==> config.mk <==
export PLATFORM = sky130hd
export DESIGN_NAME = gf277_modexp
export DESIGN_NICKNAME = d
export VERILOG_FILES = /design/src/rtl/gf277_modexp.sv
export SDC_FILE = /design/constraint.sdc
export NUM_CORES = 1
export LEC_CHECK = 0
export ABC_AREA = 1
export CORE_ASPECT_RATIO = 0.6
export CORE_MARGIN = 3
export CORE_UTILIZATION = 52
export CTS_BUF_LIST = sky130_fd_sc_hd__clkbuf_4 sky130_fd_sc_hd__clkbuf_8 sky130_fd_sc_hd__clkbuf_16
export CTS_CLUSTER_DIAMETER = 150
export CTS_CLUSTER_SIZE = 16
export DETAILED_ROUTE_END_ITERATION = 8
export PLACE_DENSITY = 0.77
export SETUP_SLACK_MARGIN = 0.2
export SYNTH_ARGS = -nofsm -noshare
export SYNTH_HDL_FRONTEND = slang
export SYNTH_SLANG_ARGS = --single-unit
==> constraint.sdc <==
create_clock -name clk -period 6.3 [get_ports clk]
set_clock_uncertainty 0.2 [all_clocks]
set_input_delay 0.945 -clock clk [delete_from_list [all_inputs] [get_ports clk]]
set_output_delay 0.945 -clock clk [all_outputs]
set_load 0.02 [all_outputs]
==> src/rtl/gf277_modexp.sv <==
// Left-to-right square-and-multiply exponentiator over GF(277).
// Products go out on red_din; the external Barrett reducer returns red_dout in the same cycle.
module gf277_modexp #(
    parameter int P     = 277,
    parameter int EXP_W = 9
) (
    input  logic             clk,
    input  logic             rst_n,
    input  logic             start,
    input  logic [8:0]       base,
    input  logic [EXP_W-1:0] exp,
    output logic             busy,
    output logic             done,
    output logic [8:0]       result,
    output logic [16:0]      red_din,
    input  logic [8:0]       red_dout
);

    localparam int RW    = $clog2(P);
    localparam int IDX_W = (EXP_W > 1) ? $clog2(EXP_W) : 1;

    typedef enum logic [2:0] {
        IDLE,
        LOAD,
        SQR,
        MUL,
        DONE
    } state_t;

    state_t            state, state_next;
    logic [RW-1:0]     acc;
    logic [8:0]        b;
    logic [EXP_W-1:0]  exp_r;
    logic [IDX_W-1:0]  idx;
    logic              last_bit;

    assign last_bit = (idx == '0);

    always_ff @(posedge clk or negedge rst_n) begin
        if (!rst_n) begin
            state <= IDLE;
        end else begin
            state <= state_next;
        end
    end

    always_comb begin
        state_next = state;
        busy       = 1'b1;
        done       = 1'b0;
        red_din    = '0;
        case (state)
            IDLE: begin
                busy = 1'b0;
                if (start) state_next = LOAD;
            end
            LOAD: begin
                red_din    = 17'(b);
                state_next = SQR;
            end
            SQR: begin
                red_din = 17'(acc) * 17'(acc);
                if (exp_r[idx])    state_next = MUL;
                else if (last_bit) state_next = DONE;
            end
            MUL: begin
                red_din    = 17'(acc) * 17'(b);
                state_next = last_bit ? DONE : SQR;
            end
            DONE: begin
                done       = 1'b1;
                state_next = IDLE;
            end
            default: state_next = IDLE;
        endcase
    end

    // b holds the raw base until LOAD, then its reduced residue.
    always_ff @(posedge clk or negedge rst_n) begin
        if (!rst_n) begin
            acc    <= '0;
            b      <= '0;
            exp_r  <= '0;
            idx    <= '0;
            result <= '0;
        end else begin
            case (state)
                IDLE: begin
                    if (start) begin
                        acc   <= RW'(1);
                        b     <= base;
                        exp_r <= exp;
                    end
                end
                LOAD: begin
                    b   <= red_dout;
                    idx <= IDX_W'(EXP_W - 1);
                end
                SQR: begin
                    acc <= RW'(red_dout);
                    if (!exp_r[idx] && !last_bit) idx <= idx - 1'b1;
                end
                MUL: begin
                    acc <= RW'(red_dout);
                    if (!last_bit) idx <= idx - 1'b1;
                end
                default: ;
            endcase
            if ((state == SQR || state == MUL) && state_next == DONE) begin
                result <= red_dout;
            end
        end
    end

endmodule

==> results of run 1 <==
## metrics by stage
step                worst slack [ns]  hold slack, ns  cell area, µm²  instances  util, %
floorplan                      0.530           0.249            6940        974        -
global placement               0.286           0.261            7690       1177     61.4
detailed placement             0.225           0.261            7690       1177     61.4
CTS                            0.147           0.277            7950       1192     63.4
global route                   0.209           0.288            7980       1193     63.7
finish                         0.455           0.277            7980       1193     63.7
## cell usage after synthesis
library cell	number	share of area, %
a21oi_2	2	0.25
nor2_8	1	0.29
nand3_2	1	0.14
o22a_1	1	0.13
o21ai_0	32	2.3
nand2_1	279	15
buf_6	2	0.32
inv_6	1	0.13
nor2_1	38	2.1
nand2_2	2	0.18
xnor2_1	8	1.0
nor3_4	1	0.23
a22o_1	1	0.13
or2_2	2	0.18
nand3_1	70	5.0
fa_1	83	24
nor2_4	2	0.32
a21o_1	1	0.11
ha_1	67	12
nor2_2	3	0.27
o21bai_1	3	0.32
o21ai_1	4	0.29
a22oi_1	3	0.32
inv_2	5	0.27
a21oi_1	17	1.2
buf_2	5	0.36
o22ai_1	1	0.090
nand2_4	1	0.16
buf_1	4	0.22
nand4_1	5	0.45
inv_4	1	0.090
clkbuf_1	23	1.2
o211ai_1	3	0.32
dfrtp_1	43	16
o21a_1	1	0.11
xor2_1	7	0.88
inv_1	243	13
o31ai_1	1	0.11
nor3_1	2	0.14
nand3b_1	2	0.22
a31oi_1	3	0.27
## metal layers
metal / vias up / GRT usage [%] / wire length, µm / part of all wire [%]
met4: 0 / 4.34 / 214 / 1.2
met2: 243 / 39.5 / 7330 / 41
met1: 2899 / 37.1 / 8460 / 48
li1: 3002 / - / - / -
met5: - / 0 / 0 / 0
met3: 21 / 7.03 / 1650 / 9.4
## sequential cells by signal, summed over array words and instances (netlist names)
signal,count
result,9
b,9
idx,4
exp_r,9
acc,9
state,3
## cell families (layout without fill, tap and decap cells)
group / after synthesis / after routing / synth area share (%)
AO/OA/AOI/OAI: 73 / 73 / 5.99
XOR/XNOR: 15 / 15 / 1.89
adder cells (fa/ha/maj): 150 / 150 / 36.0
buffers and inverters: 284 / 338 / 15.8
flip-flops: 43 / 43 / 15.5
AND/OR/NAND/NOR: 409 / 409 / 24.8
## final timing paths
kind                            from          end  depth (start not counted)
max                           acc[7]  red_din[11]                         17
min reg2reg                result[1]    result[1]                          2
min in group asynchronous      rst_n    result[5]                          1
min                        result[1]    result[1]                          2
max in group asynchronous      rst_n         b[4]                          1
max reg2reg                 state[2]       idx[0]                          7
## what timing repair did
action | 4_1_cts | 5_1_grt
setup endpoints to repair | 9 | 10
buffers inserted | 7 | 1
pin swaps | 0 | 0
resized for setup | 15 | 16
## final cells by class
cell class	instances	area, µm²	area share (%)
Clock inverter	3	46.3	0.580
Inverter	250	946	11.9
Multi-Input combinational cell	647	4770	59.8
Tap cell	165	206	2.59
Sequential cell	43	1090	13.7
Clock buffer	5	125	1.57
Timing Repair Buffer	80	788	9.88
## worst reg2reg max path, stage by stage, from the launching register on
cell	delay (ns)
dfrtp_1	0.48
nor2_8	0.27
inv_6	0.10
nor2_4	0.30
nand2_1	0.33
nand2_2	0.20
nand2_1	0.07
nand2_1	0.06
==> impl_metrics.env, run 1 <==
export IMPL_cap_violations=0
export IMPL_clockBufferDepth=2
export IMPL_drive_above_1_share_pct=6.71
export IMPL_slew_viol_final=0
export IMPL_grt_overflow=0
export IMPL_critical_path_top_delay_family="adder cells"
export IMPL_ys_ff_latch=43
export IMPL_r2r_slack_ns=4.23
export IMPL_numCtsBuffers=5
export IMPL_synthCells=974
export IMPL_postCtsHoldBufs=0
export IMPL_numPortBuffers=57
export IMPL_syn_cell_area_um2=6940
export IMPL_synth_distinct_cells=41
export IMPL_dr_first_iter_drc_count=492
export IMPL_post_route_period_util_pct=92.8
export IMPL_grt_pass1_vias=6222
export IMPL_worst_slew_pin_slew_ns=0.991
export IMPL_die_h_um=95.5
export IMPL_grt_max_degree=44
export IMPL_antenna_diode_count=0
export IMPL_routabilityCongestion=0.926
export IMPL_dr_total_vias=6165
export IMPL_cp_required_ns=5.15
export IMPL_crit_top_cell="nand2_1"
export IMPL_wl_per_cell_um=14.8
export IMPL_syn_num_nets=1154
export IMPL_hold_class="reg -> reg"
export IMPL_cp_cell_sequence="nand2_1 -> fa_1 -> inv_1 -> fa_1 -> inv_1 -> fa_1 -> fa_1 -> inv_1 -> ha_1 -> nand2_1 -> nor2_1 -> nand2_1 -> nand2_1 -> xor2_1 -> nand2_1 -> o21ai_0 -> clkdlybuf4s15_1"
export IMPL_drt_wl_total_um=17700
export IMPL_syn2layout_area_growth_pct=15.0
export IMPL_firstDrtPassIters=4
export IMPL_drc=0
export IMPL_period_needed_ns=5.85
export IMPL_row_count=31
export IMPL_finalHoldViolations=0
export IMPL_status="completed"
export IMPL_htreeDepth=2
export IMPL_ys_warn_count=0
export IMPL_rsz0062_at_grt="false"
export IMPL_final_cell_mix="nand2_1 (279), inv_1 (243), fa_1 (83)"
export IMPL_clockRootBuffer="clkbuf_16"
export IMPL_max_freq_ghz=0.171
export IMPL_setup_viol=0
export IMPL_insertion_delay_ns=0.30
export IMPL_final_nets=1207
export IMPL_clk_pin_slew_ns=0.07
export IMPL_fillCellCount=1094
export IMPL_tns_ns=0
export IMPL_clkSinkCount=43
export IMPL_grt_first_pass_wirelength_um=30200
export IMPL_synth_seq_area_share_pct=15.5
export IMPL_cp_start_kind="register"
export IMPL_relSlewSlack_pct=33.9
export IMPL_cpMaxStageDelayCell="fa_1"
export IMPL_die_area_um2=14800
export IMPL_grt_antenna_before_repair=0
export IMPL_grt_use_total_pct=25.7
export IMPL_viasPerCell=5.17
export IMPL_cp_arrival_ns=4.70
export IMPL_end_kind="output port"
export IMPL_cts_tree="built"
export IMPL_critPathBufInv=4
export IMPL_path_class="reg -> out"
export IMPL_slowest_delay_ns=0.59
export IMPL_start_util_pct=55.4
export IMPL_die_w_um=155
export IMPL_syn_avg_cell_area_um2=7.12
export IMPL_cp_max_fo=7
export IMPL_drtAntennaViolNets=0
export IMPL_io_pins=58
export IMPL_final_common_cell="nand2_1"
export IMPL_design_core_area_um2=12500
export IMPL_dp_hpwl_um=14500
Power of run 1 is not shown: default switching activity piles up to over one toggle a cycle in this logic, so the estimate is an artifact.
==> inputs of run 2 (changes only) <==
==> constraint.sdc (replaced) <==
create_clock -name clk -period 7.2 [get_ports clk]
set_clock_uncertainty 0.2 [all_clocks]
set_input_delay 1.08 -clock clk [delete_from_list [all_inputs] [get_ports clk]]
set_output_delay 1.08 -clock clk [all_outputs]
set_load 0.02 [all_outputs]
==> run 2 against run 1 <==
Final cell count is 1.8% lower. Via count is 0.11% higher. Non-clock buffer count is 21 lower.
==> impl_metrics.env, run 2 (same netlist as run 1, synthesis figures left out) <==
export IMPL_tns_ns=0
export IMPL_reg2reg_depth=8
export IMPL_die_h_um=95.5
export IMPL_dr_total_vias=6172
export IMPL_postCtsHoldBufs=0
export IMPL_holdPathStages=2
export IMPL_dp_hpwl_um=14400
export IMPL_wl_per_cell_um=15.0
export IMPL_hold_class="reg -> reg"
export IMPL_dpl_cell_area_um2=7580
export IMPL_post_route_period_util_pct=93.5
export IMPL_timing_rr_start="idx[0]"
export IMPL_final_nets=1186
export IMPL_antenna_diode_count=0
export IMPL_path_class="reg -> out"
export IMPL_drive_above_1_share_pct=3.78
export IMPL_die_w_um=155
export IMPL_dr_first_iter_drc_count=600
export IMPL_holdPathEnd="result[1]"
export IMPL_finalHoldViolations=0
export IMPL_grt_overflow=0
export IMPL_relSlewSlack_pct=35.9
export IMPL_grt_first_pass_wirelength_um=29700
export IMPL_grt_antenna_before_repair=0
export IMPL_syn2layout_area_growth_pct=11.4
export IMPL_slew_viol_final=0
export IMPL_firstDrtPassIters=5
export IMPL_drt_wl_total_um=17600
export IMPL_cts_resized=0
export IMPL_clkSinkCount=43
export IMPL_design_core_area_um2=12500
export IMPL_clockBufferDepth=2
export IMPL_setup_viol=0
export IMPL_cp_max_fo=19
export IMPL_numCtsBuffers=5
export IMPL_grt_pass1_vias=6126
export IMPL_end_kind="output port"
export IMPL_final_util_pct=61.7
export IMPL_rsz0062_at_grt="true"
export IMPL_design_area_um2=7730
export IMPL_clockRootBuffer="clkbuf_16"
export IMPL_r2r_slack_ns=5.10
export IMPL_drc=0
export IMPL_start_util_pct=55.4
export IMPL_drtAntennaViolNets=0
export IMPL_numPortBuffers=57
export IMPL_io_pins=58
export IMPL_cts_tree="built"
export IMPL_grt_use_total_pct=25.2
export IMPL_row_count=31
export IMPL_cp_start_kind="register"
export IMPL_worst_slew_pin_slew_ns=0.962
export IMPL_worstHoldStart="result[1]"
export IMPL_cts_setup_buffers=0
export IMPL_max_freq_ghz=0.149
export IMPL_viasPerCell=5.27
export IMPL_final_cell_mix="nand2_1 (279), inv_1 (243), fa_1 (83)"
export IMPL_r2r_end="idx[2]"
export IMPL_status="completed"
export IMPL_die_area_um2=14800
export IMPL_cp_required_ns=5.92
export IMPL_cp_arrival_ns=5.45
export IMPL_cap_violations=0
export IMPL_period_needed_ns=6.73
export IMPL_routabilityCongestion=0.900
export IMPL_final_common_cell="nand2_1"
export IMPL_clk_pin_slew_ns=0.07
export IMPL_grt_max_degree=44
export IMPL_htreeDepth=2
export IMPL_insertion_delay_ns=0.29
==> run 2: changes by cell type in the layout (fill, tap and decap cells not counted), sizes merged <==
cell,before,now
clkdlybuf4s50,47,56
clkinvlp,1,0
clkdlybuf4s15,1,0
bufinv,1,0
buf,24,3
dlymetal6s2s,5,0
dlygate4sd2,2,0
==> run 2: per-stage QoR <==
| step | hold slack, ns | std cells | setup slack [ns] |
|---|---|---|---|
| 2_1_floorplan | 0.249 | 974 | 1.29 |
| 3_3_place_gp | 0.263 | 1164 | 0.755 |
| 3_5_place_dp | 0.262 | 1164 | 0.680 |
| 4_1_cts | 0.279 | 1171 | 0.365 |
| 5_1_grt | 0.297 | 1171 | 0.190 |
| 6_report | 0.276 | 1171 | 0.470 |
==> run 2: area by class of cell <==
class                           instances  area [µm²]
Fill cell                            1150        4800
Multi-Input combinational cell        647        4770
Sequential cell                        43        1080
Inverter                              250         946
Timing Repair Buffer                   59         581
Tap cell                              165         206
Clock buffer                            6         139
Clock inverter                          1        8.76
==> run 2: worst max-delay path, cell delays in order (launching register included) <==
cell	delay, ns
dfrtp_1	0.82
nand2_1	0.16
fa_1	0.55
inv_1	0.05
ha_1	0.27
ha_1	0.27
inv_1	0.04
fa_1	0.42
inv_1	0.06
ha_1	0.21
inv_1	0.08
fa_1	0.46
o21ai_0	0.54
nand3_1	0.17
nand3_1	0.17
inv_1	0.05
nand2_1	0.05
nand3_1	0.07
nand2_1	0.09
clkdlybuf4s50_1	0.59
==> run 2: routing by layer <==
layer  part of all wire, %  routed length, µm  vias to the layer above  GRT usage, %
met3                    10               1780                       10          6.44
met2                    42               7370                      241          38.9
li1                      -                  -                     2965             -
met5                     0                  0                        -             0
met1                    47               8310                     2956          37.0
met4                  0.63                110                        0          2.79
==> run 2: worst max-delay path by stage <==
stage	from	to	slack (ns)	cells past startpoint
floorplan	acc[6]	red_din[10]	1.29	17
global placement	acc[5]	red_din[11]	0.75	17
detailed placement	acc[6]	red_din[16]	0.68	18
CTS	acc[6]	red_din[16]	0.36	18
global route	acc[3]	red_din[14]	0.19	19
finish	acc[3]	red_din[16]	0.47	19
Power of run 2 is left out for the same reason.
==> inputs of run 3 (changes only) <==
--- a/config.mk
+++ b/config.mk
@@ -8,12 +8,11 @@
 export ABC_AREA = 1
 export CORE_ASPECT_RATIO = 0.6
 export CORE_MARGIN = 3
-export CORE_UTILIZATION = 52
+export CORE_UTILIZATION = 45
 export CTS_BUF_LIST = sky130_fd_sc_hd__clkbuf_4 sky130_fd_sc_hd__clkbuf_8 sky130_fd_sc_hd__clkbuf_16
 export CTS_CLUSTER_DIAMETER = 150
-export CTS_CLUSTER_SIZE = 16
 export DETAILED_ROUTE_END_ITERATION = 8
-export PLACE_DENSITY = 0.77
+export PLACE_DENSITY = 0.68
 export SETUP_SLACK_MARGIN = 0.2
 export SYNTH_ARGS = -nofsm -noshare
 export SYNTH_HDL_FRONTEND = slang
==> run 3 against run 2 <==
Final cell count is 2.9% higher. First-iteration DRC count is 22% lower. Critical path depth stayed put. Sequential share of layout area is 0.10 points lower. Count of clock-buffer cells in the layout stayed put. Sequential cell count stayed put. Global-route usage is 3.4 points lower. Core utilization is 9.2 points lower. Wire length is 1.4% lower. Final area is 0.62% higher. Register-to-register slack hardly changed. Die area is 15% higher. Highest routed layer unchanged.
==> impl_metrics.env, run 3 (same netlist as run 1, synthesis figures left out) <==
export IMPL_end_kind="output port"
export IMPL_drc=0
export IMPL_cts_setup_buffers=0
export IMPL_cp_max_fo=18
export IMPL_period_needed_ns=6.61
export IMPL_reg2reg_depth=8
export IMPL_worst_slew_pin_slew_ns=0.989
export IMPL_row_count=34
export IMPL_clockRootBuffer="clkbuf_16"
export IMPL_fillCellCount=1454
export IMPL_die_w_um=166
export IMPL_clkSinkCount=43
export IMPL_syn2layout_area_growth_pct=12.1
export IMPL_cp_required_ns=5.92
export IMPL_cts_resized=0
export IMPL_cp_cell_sequence="nand2_1 -> fa_1 -> inv_1 -> ha_1 -> ha_1 -> inv_1 -> fa_1 -> inv_1 -> ha_1 -> inv_1 -> fa_1 -> o21ai_0 -> nand3_1 -> nand3_1 -> inv_1 -> nand2_1 -> nand3_1 -> nand2_1 -> clkdlybuf4s50_1"
export IMPL_antenna_diode_count=0
export IMPL_postCtsHoldBufs=0
export IMPL_viasPerCell=5.03
export IMPL_cts_tree="built"
export IMPL_cap_violations=0
export IMPL_status="completed"
export IMPL_multiInputGateArea_um2=4770
export IMPL_firstDrtPassIters=5
export IMPL_max_freq_ghz=0.151
export IMPL_clockBufferDepth=2
export IMPL_final_cell_mix="nand2_1 (279), inv_1 (243), fa_1 (83)"
export IMPL_dr_first_iter_drc_count=466
export IMPL_insertion_delay_ns=0.29
export IMPL_drtAntennaViolNets=0
export IMPL_start_util_pct=46.9
export IMPL_finalHoldViolations=0
export IMPL_post_route_period_util_pct=91.8
export IMPL_clk_pin_slew_ns=0.07
export IMPL_io_pins=58
export IMPL_wl_per_cell_um=14.4
export IMPL_dpl_cell_area_um2=7620
export IMPL_final_common_cell="nand2_1"
export IMPL_die_area_um2=17000
export IMPL_tns_ns=0
export IMPL_grt_overflow=0
export IMPL_critical_path_top_delay_family="adder cells"
export IMPL_setup_viol=0
export IMPL_dr_total_vias=6061
export IMPL_htreeDepth=2
export IMPL_register_area_um2=1080
export IMPL_crit_top_cell="inv_1"
export IMPL_grt_pass1_vias=6004
export IMPL_drive_above_1_share_pct=3.77
export IMPL_holdPathStages=2
export IMPL_critPathBufInv=6
export IMPL_cp_arrival_ns=5.33
export IMPL_numPortBuffers=57
export IMPL_final_nets=1186
export IMPL_grt_use_total_pct=21.8
export IMPL_grt_max_degree=44
export IMPL_grt_antenna_before_repair=0
export IMPL_design_core_area_um2=14800
export IMPL_slowest_delay_ns=0.79
export IMPL_rsz0062_at_grt="false"
export IMPL_path_class="reg -> out"
export IMPL_drt_wl_total_um=17300
export IMPL_grt_first_pass_wirelength_um=29800
export IMPL_slew_viol_final=0
export IMPL_cp_start_kind="register"
export IMPL_path_depth=19
export IMPL_relSlewSlack_pct=34.1
export IMPL_numCtsBuffers=5
export IMPL_dp_hpwl_um=14300
export IMPL_cpMaxStageDelayCell="dfrtp_1"
export IMPL_die_h_um=102
export IMPL_design_area_um2=7780
export IMPL_routabilityCongestion=0.878
export IMPL_hold_class="reg -> reg"
==> run 3: worst register-to-register path, cell delays in order, from the launching register on <==
cell and delay (ns):
dfrtp_1 0.51, inv_1 0.15, ha_1 0.26, nand3_1 0.18
nor2_4 0.11, nor2_2 0.27, nand2_2 0.14, nand2_1 0.10
nand2_1 0.05
==> run 3: path summary, 6_finish.rpt <==
kind,startpoint,endpoint,slack [ns]
hold / removal,result[0],result[0],0.28
setup reg to reg,idx[0],idx[2],5.11
max in group asynchronous,rst_n,acc[1],5.37
min in group asynchronous,rst_n,state[2],0.73
hold reg to reg,result[0],result[0],0.28
setup / recovery,acc[4],red_din[16],0.59
==> run 3: through the flow <==
stage / setup slack (ns) / util (%) / hold slack, ns / cells
after floorplan: 1.29 / - / 0.249 / 974
after global placement: 0.742 / 51.5 / 0.273 / 1197
after detailed placement: 0.676 / 51.5 / 0.269 / 1197
after CTS: 0.361 / 52.5 / 0.293 / 1205
after global routing: 0.215 / 52.5 / 0.306 / 1205
final: 0.593 / 52.5 / 0.281 / 1205
==> run 3: per-layer routing <==
layer	global-route usage [%]	vias up	part of all wire, %
met2	33.9	226	41
li1	-	2961	-
met4	1.84	0	0.53
met5	0	-	0
met3	4.37	8	8.5
met1	33.0	2866	49
==> run 3: final cells by class <==
cell class | count | share of cell area [%]
Inverter | 250 | 12.2
Sequential cell | 43 | 13.9
Clock inverter | 2 | 0.209
Tap cell | 198 | 3.18
Timing Repair Buffer | 59 | 7.46
Clock buffer | 6 | 1.79
Multi-Input combinational cell | 647 | 61.3
Power of run 3 is left out for the same reason.
